**src/rtl/mcu_pkg.sv**
```systemverilog
// Shared widths, vectors and next-PC select encoding for the call/return sequencer.
package mcu_pkg;

    localparam int unsigned PC_W      = 11;
    localparam int unsigned STK_DEPTH = 16;
    localparam int unsigned DEPTH_W   = 5;

    localparam logic [PC_W-1:0]    RESET_VECTOR = 11'h000;
    localparam logic [PC_W-1:0]    INT_VECTOR   = 11'h004;
    localparam logic [DEPTH_W-1:0] STK_FULL     = DEPTH_W'(STK_DEPTH);

    typedef enum logic [2:0] {
        NpcInc,
        NpcTarget,
        NpcStack,
        NpcVector,
        NpcHold
    } npc_sel_e;

    // PC arithmetic wraps at PC_W bits.
    function automatic logic [PC_W-1:0] pc_inc(input logic [PC_W-1:0] a);
        return a + PC_W'(1);
    endfunction

endpackage

```
**src/rtl/stk_depth_tracker.sv**
```systemverilog
// Return-stack occupancy counter with sticky overflow/underflow flags.
module stk_depth_tracker
    import mcu_pkg::*;
(
    input  logic               clk,
    input  logic               reset,
    input  logic               push,
    input  logic               pop,
    input  logic               err_clr,
    output logic [DEPTH_W-1:0] depth,
    output logic               overflow,
    output logic               underflow
);

    logic [DEPTH_W-1:0] depth_q, depth_d;
    logic               ovf_q, ovf_d;
    logic               unf_q, unf_d;
    logic               ovf_set, unf_set;

    always_comb begin
        depth_d = depth_q;
        ovf_set = 1'b0;
        unf_set = 1'b0;
        if (push) begin
            if (depth_q == STK_FULL) ovf_set = 1'b1;
            else                     depth_d = depth_q + DEPTH_W'(1);
        end else if (pop) begin
            if (depth_q == '0) unf_set = 1'b1;
            else               depth_d = depth_q - DEPTH_W'(1);
        end
        // A fresh error in the clearing cycle keeps the flag set.
        ovf_d = (ovf_q & ~err_clr) | ovf_set;
        unf_d = (unf_q & ~err_clr) | unf_set;
    end

    always_ff @(posedge clk or posedge reset) begin
        if (reset) begin
            depth_q <= '0;
            ovf_q   <= 1'b0;
            unf_q   <= 1'b0;
        end else begin
            depth_q <= depth_d;
            ovf_q   <= ovf_d;
            unf_q   <= unf_d;
        end
    end

    assign depth     = depth_q;
    assign overflow  = ovf_q;
    assign underflow = unf_q;

endmodule

```
**src/rtl/call_ret_sequencer.sv**
```systemverilog
// Fetch-PC sequencer: CALL/GOTO/RETURN/skip/interrupt redirects with one-bubble flush,
// return-stack push/pop strobes and depth tracking.
module call_ret_sequencer
    import mcu_pkg::*;
(
    input  logic               clk,
    input  logic               reset,
    input  logic               stall,
    input  logic               ex_call,
    input  logic               ex_goto,
    input  logic               ex_ret,
    input  logic               ex_retfie,
    input  logic               ex_skip,
    input  logic [PC_W-1:0]    ex_target,
    input  logic [PC_W-1:0]    ex_pc,
    input  logic               int_req,
    input  logic               int_en,
    input  logic [PC_W-1:0]    stack_out,
    input  logic               err_clr,
    output logic [PC_W-1:0]    pc,
    output logic               stack_push,
    output logic               stack_pop,
    output logic [PC_W-1:0]    stack_data,
    output logic               flush,
    output logic               int_ack,
    output logic [DEPTH_W-1:0] depth,
    output logic               stk_overflow,
    output logic               stk_underflow
);

    logic [PC_W-1:0] pc_q, pc_d;
    logic            flush_q, flush_d;
    logic            int_ack_q, int_ack_d;
    logic            int_active_q, int_active_d;
    npc_sel_e        sel;
    logic            push, pop;
    logic [PC_W-1:0] push_data;

    // Priority: call > goto > return > skip > interrupt > sequential.
    always_comb begin
        sel          = NpcInc;
        flush_d      = 1'b0;
        int_ack_d    = 1'b0;
        int_active_d = int_active_q;
        push         = 1'b0;
        pop          = 1'b0;
        push_data    = '0;
        if (stall) begin
            sel     = NpcHold;
            flush_d = flush_q;
        end else if (flush_q) begin
            sel = NpcInc;
        end else if (ex_call) begin
            push      = 1'b1;
            push_data = pc_inc(ex_pc);
            sel       = NpcTarget;
            flush_d   = 1'b1;
        end else if (ex_goto) begin
            sel     = NpcTarget;
            flush_d = 1'b1;
        end else if (ex_ret || ex_retfie) begin
            pop     = 1'b1;
            sel     = NpcStack;
            flush_d = 1'b1;
            if (ex_retfie) int_active_d = 1'b0;
        end else if (ex_skip) begin
            sel     = NpcInc;
            flush_d = 1'b1;
        end else if (int_req && int_en && !int_active_q) begin
            // The fetched instruction is squashed, so its address is the return point.
            push         = 1'b1;
            push_data    = pc_q;
            sel          = NpcVector;
            flush_d      = 1'b1;
            int_ack_d    = 1'b1;
            int_active_d = 1'b1;
        end
    end

    always_comb begin
        pc_d = pc_q;
        unique case (sel)
            NpcInc:    pc_d = pc_inc(pc_q);
            NpcTarget: pc_d = ex_target;
            NpcStack:  pc_d = stack_out;
            NpcVector: pc_d = INT_VECTOR;
            NpcHold:   pc_d = pc_q;
            default:   pc_d = pc_q;
        endcase
    end

    always_ff @(posedge clk or posedge reset) begin
        if (reset) begin
            pc_q         <= RESET_VECTOR;
            flush_q      <= 1'b1;
            int_ack_q    <= 1'b0;
            int_active_q <= 1'b0;
        end else begin
            pc_q         <= pc_d;
            flush_q      <= flush_d;
            int_ack_q    <= int_ack_d;
            int_active_q <= int_active_d;
        end
    end

    assign stack_push = push & ~reset;
    assign stack_pop  = pop & ~reset;
    assign stack_data = stack_push ? push_data : '0;
    assign pc         = pc_q;
    assign flush      = flush_q;
    assign int_ack    = int_ack_q;

    stk_depth_tracker u_depth (
        .clk       (clk),
        .reset     (reset),
        .push      (stack_push),
        .pop       (stack_pop),
        .err_clr   (err_clr),
        .depth     (depth),
        .overflow  (stk_overflow),
        .underflow (stk_underflow)
    );

endmodule

```
**config.mk**
```make
export PLATFORM = sky130hd
export DESIGN_NAME = call_ret_sequencer
export DESIGN_NICKNAME = d
export VERILOG_FILES = /design/src/rtl/mcu_pkg.sv /design/src/rtl/stk_depth_tracker.sv /design/src/rtl/call_ret_sequencer.sv
export SDC_FILE = /design/constraint.sdc
export NUM_CORES = 1
export LEC_CHECK = 0
export ABC_AREA = 1
export BUFFER_PORTS_ARGS = -buffer_cell sky130_fd_sc_hd__buf_2
export CORE_ASPECT_RATIO = 0.9
export CORE_MARGIN = 3
export CORE_UTILIZATION = 45
export DETAILED_ROUTE_END_ITERATION = 10
export MAX_ROUTING_LAYER = met4
export PLACE_DENSITY = 0.75
export SLEW_MARGIN = 30
export SYNTH_ARGS = -nofsm -noshare
export SYNTH_HDL_FRONTEND = slang
export SYNTH_SLANG_ARGS = --single-unit
```
**constraint.sdc**
```tcl
create_clock -name clk -period 2.9 [get_ports clk]
set_clock_uncertainty 0.2 [all_clocks]
set_input_delay 0.145 -clock clk [delete_from_list [all_inputs] [get_ports clk]]
set_output_delay 0.145 -clock clk [all_outputs]
set_load 0.03 [all_outputs]
```
==> flow_summary.ini <==
[run_status]
status = complete, no violations

[power]
p_leak_uw = 0.00136
power_density_nw_per_um2 = 596
vdd_drop_max_v = 0.000347

[sta]
slew_headroom_pct = 70.2
tightest_slew_ps = 446
fmax_ghz = 0.428
setup_ws_ps = 563
hold_viol = 0
setup_tns_ps = 0
fin_crit_ps = 2340
maxSlewViolCount = 0
rsz0062_at_grt = false
finalCritPeriodShare_pct = 80.6
finalSetupViolCount = 0

[clock_network]
cts_root_buffer = clkbuf_8
clock_path_buffers = 2
clock_sinks = 21
htreeDepth = 1
cts_inserted_buffers = 3
cts_tree = done
clock_latency_ps = 270
clkTransAtPathRegs_ps = 90

[synthesis]
syn_nets = 347
netlist.area_leader.share_pct = 26.2
syn_area_um2 = 1910
syn_inst = 297
synth-seq-cells = 21
ys_top_cells_by_area = dfrtp_1 26%, nand2_1 15%, nand3_1 8.4%, inv_1 6.9%, a21oi_1 6.3%
ys.flop_type = dfrtp_1
avgSynthCellArea_um2 = 6.44
synth_edf_count = 0
yosys_warnings = 0
synth_cell_types = 37
ys_seq_area_share_pct = 27.5
yosysTopAreaCell = dfrtp_1
async_flop_share_pct = 100

[final_layout]
layout.nets = 441
antenna_cells = 0
drive_above_1_share_pct = 27.7
syn_to_final_growth_pct = 33.2
utilization_pct = 65.5

[grt]
grt_max_degree = 22
grt_pass1_vias = 2166
grt_use_total_pct = 24.8
antenna_found_initial = 0
grt_pass1_wl_um = 9630
grt-ovfl-total = 0

[hold_path]
min_to = pc[7]
worstHoldPathCells = 5
holdCritStartpoint = stack_out[7]
hp-class = in -> reg

[worst_setup_path]
path_max_fanout = 5
r2r-start = pc[1]
cp.arrival_ps = 2350
cp-end-kind = flop
reg2reg_depth = 9
critical_path_required_ps = 2920
path_class = reg -> reg
crit_path_start_kind = flop
ff2ff_setup_slack_ps = 560
reg2reg_to = pc[6]

[placed_design]
dp_slack_ps = 631
gp_congestion = 0.915
dpl.hpwl_um = 4340
portBuffers = 76

[die]
coreArea_um2 = 3890
core.rowCount = 21
start_util_pct = 49.2
pin_count = 77
die_area_um2 = 5070
die_x_um = 74.7
dieHeight_um = 67.9

[routing]
drt_iter0_drc = 123
vias = 2219
viasPerCell = 5.09
first_pass_iters = 4
routed_wl_um = 5650
ant_nets = 0
route.detailed.drc = 0
routedWlPerCell_um = 13.0

[job]
cap_violations = 0
==> layout by cell type, fill, tap and decap left out, types with 4 or more instances in the layout <==
| master | netlist | layout |
|---|---|---|
| nand2_1 | 76 | 76 |
| buf_2 | 3 | 76 |
| inv_1 | 35 | 35 |
| nand3_1 | 32 | 32 |
| nor2_1 | 30 | 30 |
| a21oi_1 | 24 | 24 |
| dfrtp_1 | 20 | 20 |
| dlygate4sd3_1 | 0 | 16 |
| inv_2 | 9 | 9 |
| o21ai_0 | 7 | 7 |
| nand4_1 | 7 | 7 |
| o21ai_1 | 5 | 5 |
| ha_1 | 5 | 5 |
| xor2_1 | 4 | 4 |
| o21bai_1 | 4 | 4 |
==> metrics by stage <==
| step | hold slack, ps | std cells | cell area [um^2] | total power [uW] |
|---|---|---|---|---|
| 6_report | 13.5 | 436 | 2550 | 1520 |
| 5_1_grt | 35.3 | 436 | 2550 | 1660 |
| 4_1_cts | 16.9 | 436 | 2550 | 1530 |
| 3_5_place_dp | 53.6 | 416 | 2340 | 1290 |
| 3_3_place_gp | 51.4 | 416 | 2340 | 1270 |
| 2_1_floorplan | -70.7 | 297 | 1910 | 1060 |
==> layer usage <==
metal	track usage, %	vias up	routed length [um]
met5	-	-	0
met1	32.2	1011	2600
met3	3.38	4	272
li1	-	1150	-
met2	41.8	54	2740
met4	4.44	0	34
==> layout make-up <==
| type | instances | area, um^2 |
|---|---|---|
| Clock buffer | 3 | 41.3 |
| Clock inverter | 1 | 7.51 |
| Fill cell | 377 | 1340 |
| Inverter | 45 | 169 |
| Multi-Input combinational cell | 225 | 1180 |
| Sequential cell | 21 | 527 |
| Tap cell | 46 | 57.6 |
| Timing Repair Buffer | 95 | 563 |
==> timing repair <==
item                      CTS  global route
hold endpoints to repair   32             0
hold buffers               16             0
buffers inserted            0             0
resized for setup           0             0
==> power by group <==
group / total (uW) / leakage [uW] / switching [uW] / internal, uW
combinational: 813 / 0.00108 / 511 / 302
clock: 206 / 0.0000217 / 108 / 97.3
sequential: 500 / 0.000252 / 127 / 373
total: 1520 / 0.00136 / 746 / 772
==> cells in the mapped netlist (4+ instances only) <==
library cell and instances:
inv_1 35, inv_2 9, o21ai_1 5, xor2_1 4, o21bai_1 4, dfrtp_1 20
ha_1 5, a21oi_1 24, nand4_1 7, nor2_1 30, o21ai_0 7, nand2_1 76
nand3_1 32
==> cells by family (layout without fill, tap and decap cells) <==
group | count (synthesis) | after routing | share of synthesized area, %
simple gates | 165 | 165 | 40.9
xor+xnor | 6 | 6 | 2.75
flops | 21 | 21 | 27.5
compound gates | 48 | 48 | 13.9
fa+ha+maj | 6 | 6 | 4.32
buf+inv | 51 | 144 | 10.6
==> worst max path at each step <==
stage | start | end | cells past startpoint | slack, ps
6_report | pc[1] | pc[6] | 9 | 560
3_3_place_gp | stall | u_depth.depth[4] | 12 | 700
3_5_place_dp | int_active_q | u_depth.depth[4] | 11 | 630
2_1_floorplan | flush | u_depth.depth[4] | 14 | 580
4_1_cts | pc[1] | pc[6] | 9 | 580
5_1_grt | pc[0] | pc[6] | 9 | 400
==> critical path, cell delays in order (launching register included) <==
cell and delay (ps):
dfrtp_1 420, ha_1 280, nand3_1 140, nor3_2 230, xor2_1 190, nand3_1 80
nand3_1 70, dlygate4sd3_1 560, nand2_1 60, inv_1 50
==> state kept, by name, summed over array words and instances (netlist names) <==
signal / cells
u_depth.depth: 5
flush: 1
int_active_q: 1
u_depth.underflow: 1
u_depth.overflow: 1
pc: 11
int_ack: 1
(Power assumes the default switching activity.)
